[src/rtl/mips_instr_encoder_pkg.sv]
// mips_instr_encoder_pkg
// Shared constants for the MIPS instruction encoder:
//   - request operation codes carried on in_op
//   - MIPS primary opcodes and R-type funct codes
//   - encoder state encoding
//   - small helpers that assemble R-type and I-type words
// Optional feature macro: MIPS_ENC_LI_EXPAND_EN (adds the li pseudo-op and its extra state).
package mips_instr_encoder_pkg;

    // Request operation codes (in_op)
    localparam logic [4:0] OP_NOP  = 5'd0;
    localparam logic [4:0] OP_ADD  = 5'd1;
    localparam logic [4:0] OP_ADDU = 5'd2;
    localparam logic [4:0] OP_SUB  = 5'd3;
    localparam logic [4:0] OP_SUBU = 5'd4;
    localparam logic [4:0] OP_AND  = 5'd5;
    localparam logic [4:0] OP_OR   = 5'd6;
    localparam logic [4:0] OP_SLT  = 5'd7;
    localparam logic [4:0] OP_JR   = 5'd8;
    localparam logic [4:0] OP_LW   = 5'd9;
    localparam logic [4:0] OP_SW   = 5'd10;
    localparam logic [4:0] OP_BEQ  = 5'd11;
    localparam logic [4:0] OP_ADDI = 5'd12;
    localparam logic [4:0] OP_ORI  = 5'd13;
    localparam logic [4:0] OP_LUI  = 5'd14;
    localparam logic [4:0] OP_J    = 5'd15;
    localparam logic [4:0] OP_JAL  = 5'd16;
    localparam logic [4:0] OP_LI   = 5'd17;

    // MIPS primary opcodes
    localparam logic [5:0] OPC_RTYPE = 6'h00;
    localparam logic [5:0] OPC_J     = 6'h02;
    localparam logic [5:0] OPC_JAL   = 6'h03;
    localparam logic [5:0] OPC_BEQ   = 6'h04;
    localparam logic [5:0] OPC_ADDI  = 6'h08;
    localparam logic [5:0] OPC_ORI   = 6'h0D;
    localparam logic [5:0] OPC_LUI   = 6'h0F;
    localparam logic [5:0] OPC_LW    = 6'h23;
    localparam logic [5:0] OPC_SW    = 6'h2B;

    // R-type funct codes
    localparam logic [5:0] FUNCT_JR   = 6'h08;
    localparam logic [5:0] FUNCT_ADD  = 6'h20;
    localparam logic [5:0] FUNCT_ADDU = 6'h21;
    localparam logic [5:0] FUNCT_SUB  = 6'h22;
    localparam logic [5:0] FUNCT_SUBU = 6'h23;
    localparam logic [5:0] FUNCT_AND  = 6'h24;
    localparam logic [5:0] FUNCT_OR   = 6'h25;
    localparam logic [5:0] FUNCT_SLT  = 6'h2A;

    // Encoder state: StFull holds one word; StFullLi holds the lui half of li
    // with the ori half waiting in a side register.
`ifdef MIPS_ENC_LI_EXPAND_EN
    typedef enum logic [1:0] {StEmpty, StFull, StFullLi} enc_state_e;
`else
    typedef enum logic [1:0] {StEmpty, StFull} enc_state_e;
`endif

    function automatic logic [31:0] r_word(input logic [4:0] rs, input logic [4:0] rt,
                                           input logic [4:0] rd, input logic [5:0] funct);
        return {OPC_RTYPE, rs, rt, rd, 5'd0, funct};
    endfunction

    function automatic logic [31:0] i_word(input logic [5:0] opc, input logic [4:0] rs,
                                           input logic [4:0] rt, input logic [15:0] imm);
        return {opc, rs, rt, imm};
    endfunction

endpackage

[src/rtl/mips_field_pack.sv]
// mips_field_pack
// Purely combinational packer: turns one single-word request into a 32-bit MIPS word.
// Multi-word pseudo-ops (li) are not handled here and report legal = 0.
// Ports:
//   op     in  5   request operation code
//   rs/rt/rd in 5  register fields
//   imm16  in  16  I-type immediate / offset
//   target in  26  J-type target field (word address bits 27:2)
//   word   out 32  encoded instruction
//   legal  out 1   op is a known single-word operation
module mips_field_pack
    import mips_instr_encoder_pkg::*;
(
    input  logic [4:0]  op,
    input  logic [4:0]  rs,
    input  logic [4:0]  rt,
    input  logic [4:0]  rd,
    input  logic [15:0] imm16,
    input  logic [25:0] target,
    output logic [31:0] word,
    output logic        legal
);

    always_comb begin
        word  = 32'h0000_0000;
        legal = 1'b1;
        case (op)
            OP_NOP:  word = 32'h0000_0000;
            OP_ADD:  word = r_word(rs, rt, rd, FUNCT_ADD);
            OP_ADDU: word = r_word(rs, rt, rd, FUNCT_ADDU);
            OP_SUB:  word = r_word(rs, rt, rd, FUNCT_SUB);
            OP_SUBU: word = r_word(rs, rt, rd, FUNCT_SUBU);
            OP_AND:  word = r_word(rs, rt, rd, FUNCT_AND);
            OP_OR:   word = r_word(rs, rt, rd, FUNCT_OR);
            OP_SLT:  word = r_word(rs, rt, rd, FUNCT_SLT);
            OP_JR:   word = r_word(rs, 5'd0, 5'd0, FUNCT_JR);
            OP_LW:   word = i_word(OPC_LW, rs, rt, imm16);
            OP_SW:   word = i_word(OPC_SW, rs, rt, imm16);
            OP_BEQ:  word = i_word(OPC_BEQ, rs, rt, imm16);
            OP_ADDI: word = i_word(OPC_ADDI, rs, rt, imm16);
            OP_ORI:  word = i_word(OPC_ORI, rs, rt, imm16);
            OP_LUI:  word = i_word(OPC_LUI, 5'd0, rt, imm16);
            OP_J:    word = {OPC_J, target};
            OP_JAL:  word = {OPC_JAL, target};
            default: legal = 1'b0;
        endcase
    end

endmodule

[src/rtl/mips_instr_encoder.sv]
// mips_instr_encoder
// Accepts encode requests on a valid/ready input port and emits MIPS instruction words,
// each tagged with its instruction-memory address, on a valid/ready output port.
// One output word is buffered; a new request may be accepted in the same cycle the held
// word leaves, so a continuous stream has no bubbles.
// Optional feature macro: MIPS_ENC_LI_EXPAND_EN -- when defined, in_op 17 (li) expands to
// lui rt,imm[31:16] followed by ori rt,rt,imm[15:0]; when undefined, in_op 17 is illegal.
// Ports:
//   clk, rst_n        clock, asynchronous active-low reset
//   in_valid/in_ready request handshake
//   in_op, in_rs, in_rt, in_rd, in_imm  request fields
//   out_valid/out_ready output handshake
//   out_instr, out_addr encoded word and its address
//   err               one-cycle pulse after an illegal request is accepted
module mips_instr_encoder
    import mips_instr_encoder_pkg::*;
#(
    parameter logic [31:0] BASE_ADDR = 32'h0000_3000
) (
    input  logic        clk,
    input  logic        rst_n,
    input  logic        in_valid,
    output logic        in_ready,
    input  logic [4:0]  in_op,
    input  logic [4:0]  in_rs,
    input  logic [4:0]  in_rt,
    input  logic [4:0]  in_rd,
    input  logic [31:0] in_imm,
    output logic        out_valid,
    input  logic        out_ready,
    output logic [31:0] out_instr,
    output logic [31:0] out_addr,
    output logic        err
);

    enc_state_e  state_q, state_d;
    logic [31:0] instr_q, instr_d;
    logic [31:0] addr_q, addr_d;
    logic        err_q, err_d;
    logic        ready_en_q;

    logic [31:0] pack_word;
    logic        pack_legal;
    logic        req_legal;
    logic        accept;
    logic        out_fire;

    // Only bits 31:16 (li) and 27:2 / 15:0 are meaningful.
    logic unused_imm;
    assign unused_imm = ^{in_imm[31:28], in_imm[1:0]};

    mips_field_pack u_field_pack (
        .op     (in_op),
        .rs     (in_rs),
        .rt     (in_rt),
        .rd     (in_rd),
        .imm16  (in_imm[15:0]),
        .target (in_imm[27:2]),
        .word   (pack_word),
        .legal  (pack_legal)
    );

`ifdef MIPS_ENC_LI_EXPAND_EN
    logic [31:0] ori_q, ori_d;
    logic        is_li;
    assign is_li     = (in_op == OP_LI);
    assign req_legal = pack_legal | is_li;
`else
    assign req_legal = pack_legal;
`endif

    assign out_valid = (state_q != StEmpty);
    assign out_instr = instr_q;
    assign out_addr  = addr_q;
    assign err       = err_q;

    // ready_en_q keeps in_ready low until the first clock edge after reset release.
    assign in_ready = ready_en_q &
                      ((state_q == StEmpty) | ((state_q == StFull) & out_ready));
    assign accept   = in_valid & in_ready;
    assign out_fire = out_valid & out_ready;

    always_comb begin
        state_d = state_q;
        instr_d = instr_q;
        addr_d  = addr_q;
        err_d   = accept & ~req_legal;
`ifdef MIPS_ENC_LI_EXPAND_EN
        ori_d   = ori_q;
`endif

        if (out_fire) begin
            addr_d = addr_q + 32'd4;
        end

        case (state_q)
            StEmpty, StFull: begin
                if (out_fire) begin
                    state_d = StEmpty;
                end
                // Pass-through: a legal request replaces the departing word in the same edge.
                if (accept && req_legal) begin
`ifdef MIPS_ENC_LI_EXPAND_EN
                    if (is_li) begin
                        instr_d = i_word(OPC_LUI, 5'd0, in_rt, in_imm[31:16]);
                        ori_d   = i_word(OPC_ORI, in_rt, in_rt, in_imm[15:0]);
                        state_d = StFullLi;
                    end else begin
                        instr_d = pack_word;
                        state_d = StFull;
                    end
`else
                    instr_d = pack_word;
                    state_d = StFull;
`endif
                end
            end
`ifdef MIPS_ENC_LI_EXPAND_EN
            StFullLi: begin
                // in_ready is low here, so only the ori half can move in.
                if (out_fire) begin
                    instr_d = ori_q;
                    state_d = StFull;
                end
            end
`endif
            default: state_d = StEmpty;
        endcase
    end

    always_ff @(posedge clk or negedge rst_n) begin
        if (!rst_n) begin
            state_q    <= StEmpty;
            instr_q    <= 32'h0000_0000;
            addr_q     <= BASE_ADDR;
            err_q      <= 1'b0;
            ready_en_q <= 1'b0;
        end else begin
            state_q    <= state_d;
            instr_q    <= instr_d;
            addr_q     <= addr_d;
            err_q      <= err_d;
            ready_en_q <= 1'b1;
        end
    end

`ifdef MIPS_ENC_LI_EXPAND_EN
    always_ff @(posedge clk or negedge rst_n) begin
        if (!rst_n) begin
            ori_q <= 32'h0000_0000;
        end else begin
            ori_q <= ori_d;
        end
    end
`endif

endmodule

[config.mk]
export PLATFORM = sky130hd
export DESIGN_NAME = mips_instr_encoder
export DESIGN_NICKNAME = d
export VERILOG_FILES = /design/src/rtl/mips_instr_encoder_pkg.sv /design/src/rtl/mips_field_pack.sv /design/src/rtl/mips_instr_encoder.sv
export SDC_FILE = /design/constraint.sdc
export NUM_CORES = 1
export LEC_CHECK = 0
export BUFFER_PORTS_ARGS = -buffer_cell sky130_fd_sc_hd__buf_2
export CAP_MARGIN = 20
export CORE_UTILIZATION = 40
export DETAILED_ROUTE_END_ITERATION = 16
export GPL_TIMING_DRIVEN = 0
export HOLD_SLACK_MARGIN = 0.12
export PLACE_DENSITY = 0.67
export SYNTH_ARGS = -nofsm -noshare
export SYNTH_HDL_FRONTEND = slang
export SYNTH_SLANG_ARGS = --single-unit
[constraint.sdc]
create_clock -name clk -period 3.3 [get_ports clk]
set_input_delay 0.165 -clock clk [delete_from_list [all_inputs] [get_ports clk]]
set_output_delay 0.165 -clock clk [all_outputs]
set_load 0.01 [all_outputs]
==> impl_results.md <==
* Minimum clock period at 2.48 ns
* I/O pin count at 123
* Crit-path max cell delay at 0.59 ns
* Outcome: finished, final reports clean
* Clock slew at reported path FFs at ~0.070 ns
* Initial antenna violation count at 0
* Req. time, crit path at 3.57 ns
* Starting Density at roughly 41%
* Peak supply drop at 246 uV
* Port Buffers at roughly 110
* Layout Nets at roughly 520
* Die Wd at a little over 90 um
* Fin Setup TNS at 0 ns
* Diode count at 0
* Largest net degree at the start of global routing at 65
* Maxcap violations at 0
* R2r endpoint: out_instr[1]
* Most used DFF post-synth: dfrtp_1
* Start point of the critical path: in_op[4]
* Slew Limit Fails at 0
* Number of buffers created by CTS at 9
* Via Count at 2996
* Area leader, netlist: dfrtp_1
* CP Class: input port to register
* Initial DRT Pass Iterations at 5
* Max Freq at between 400 and 500 MHz
* Ys async rst share at 100%
* Slew @ Worst Pin at approximately 1 ns
* Drt wl/cell at approximately 15 um
* Deepest clock path buffer count at 2
* PD cells at 463 mW/mm^2
* Most frequent cells in the layout: 120 x buf_2, 62 x dfrtp_1, 41 x nand2_1
* Area delta synth->final at 34.3%
* Final WS setup at 0.821 ns
* Relative slew slack at 32.7%
* Detail Route Antenna Nets at 0
* Worst Clk Skew at 0.0109 ns
* Root Driver: clkbuf_8
* Worst slack, placed at 1.17 ns
* Mapped Cells at 317
* Worst path cell trace: dlygate4sd3_1, buf_2, buf_2, nand2b_1, nor3_4, buf_4, nand2_1, a222oi_1, dlygate4sd3_1
* Worst-path fanout max at 10
* DR WL met3 at around 460 um
* Met2 wire length at approximately 4.5 mm
* Die ar. at 0.00840 mm^2
* Vias in the first global route at roughly 2800
* Ys Warns at 0
* Gr usage total at 21.5%
* Crit path DAT at between 2 and 3 ns
* Final period utilization at 75.1%
* Yosys cell types at 51
* Area of the core at ~0.008 mm^2
* Global route total overflow at 0
* Critical path capture point type: register
* Cells on worst reg2reg path at 5
* Clock sink count at 64
* Crit path to: out_instr[1]
* Largest cells by area after synthesis: dfrtp_1 48%, xnor2_1 6.8%, nand2_1 4.8%, a22oi_1 4.0%, o21ai_1 3.1%
* Post-synth EDFFs at 0
* RSZ-0062 raised after global routing: false
* Final WL at 8.74 mm
* Die Ht at 91.7 um
* Worst Setup Start Kind: input port
* Highest metal used: met4
* Top cell type's share of synthesized area at 48.2%
* TritonCTS clock tree: done
* # setup viols final at 0
* Vias per cell at 5.25
* First-pass GRT wire length at 14.0 mm
* Sequential cell area fraction in the yosys report at between 40% and 50%
* Leading cell type in the layout, fill and taps excluded: buf_2
* DPL Wire Length at 6.14 mm
* Clock latency on the worst-skew pair at between 0.3 and 0.4 ns
* Post-Syn Area at 0.00322 mm^2
* Non-filler cells, final at approximately 570
* Hold Crit Class: input port to register
* H-tree lvl count at 3
* Yosys reg bits at 64
* Layout cell share with drive strength beyond 1 at roughly 33%
* # DRC at 0
* FF-to-FF Start: state_q[0]
* Mean Syn Cell Area at 10.1 um^2
* Wire length on met1 at 3.63 mm
* Reg-to-reg slack, setup at 1.08 ns
* Slowest cell on the critical path: dlygate4sd3_1
* Drt initial violations at 201
* Static leakage at 2.09 nW
* # placed instances at 534
* Final hold vios at 0
* Routability-driven placement congestion ratio at around 0.84
* Row count at 32
[state kept, by name, summed over array words and instances (netlist names)]
| register | flops |
|---|---|
| err | 1 |
| out_addr | 30 |
| ready_en_q | 1 |
| state_q | 1 |
| out_instr | 31 |
[synth_stat cells (all sizes together), types with 2 or more instances]
cell and n:
buf 15, nand2 41, and3 7, nor2 11, nor4 7, and2 4
nor2b 4, a21oi 7, clkbuf 6, xnor2 25, dfrtp 62, a22o 5
nor4b 2, inv 8, a22oi 17, a222oi 6, xor2 6, nor3 8
conb 2, nand3 15, o21ai 26, dfstp 2, nand4 11
[timing repair]
action                                 CTS  global route
gates resized for setup                  0             0
hold buffers                            19             2
endpoints found under the hold margin   72             2
setup buffers                            0             0
[routing by layer]
layer  vias to the layer above  track usage (%)
met3                        12             5.89
li1                       1434                -
met2                       106             36.8
met5                         -                0
met4                         0             6.35
met1                      1444             26.5
[stage by stage]
| step | cell area, um^2 | hold slack [ns] | util, % | power (mW) |
|---|---|---|---|---|
| 2_1_floorplan | 3220 | -0.131 | - | 1.14 |
| 3_3_place_gp | 3920 | 0.415 | 50.4 | 1.32 |
| 3_5_place_dp | 3920 | 0.320 | 50.5 | 1.33 |
| 4_1_cts | 4300 | 0.122 | 55.3 | 2.02 |
| 5_1_grt | 4320 | 0.112 | 55.6 | 2.10 |
| 6_report | 4320 | 0.125 | 55.6 | 2.00 |
[final cells by class]
cell class              instances  area, um^2
fillers                       728        3450
flip-flops and latches         64        1600
multi-input cells             226        1470
repair buffers                134         778
clock buffers                  10         128
well taps                     102         128
plain buffers                  21         124
clock inverters                 6        61.3
inverters                       8        30.0
[critical path, delay by kind of cell]
| kind | cells | cell delay [ns] |
|---|---|---|
| compound gates | 1 | 0.26 |
| simple gates | 3 | 0.65 |
| buf+inv | 5 | 1.68 |
[kinds of logic (layout without fill, tap and decap cells)]
family / count (synthesis) / after routing / share of synthesized area (%)
AND/OR/NAND/NOR: 116 / 116 / 19.8
AO/OA/AOI/OAI: 72 / 72 / 15.9
flip-flops: 64 / 64 / 49.9
XOR/XNOR: 31 / 31 / 8.44
buffers and inverters: 29 / 179 / 4.78
other: 2 / 4 / 0.233
multiplexers: 2 / 2 / 0.661
adder cells (fa/ha/maj): 1 / 1 / 0.389
[worst min-delay path by stage]
stage                                to  slack, ns       start  cells past startpoint
after floorplan                     err      -0.13       rst_n                      0
after global placement              err       0.42    in_op[4]                      3
after detailed placement   out_addr[10]       0.32       rst_n                      1
after CTS                 out_instr[21]       0.12  in_imm[23]                      3
after global routing      out_instr[20]       0.11    in_rt[4]                      3
final                     out_instr[20]       0.13    in_rt[4]                      3
[power breakdown]
group / leakage, nW / internal [mW] / total [mW] / switching (mW)
Combinational: 1.16 / 0.191 / 0.413 / 0.222
Clock: 0.0960 / 0.346 / 0.655 / 0.309
Sequential: 0.836 / 0.868 / 0.930 / 0.0620
No activity file was read; power rests on OpenSTA's default activity.
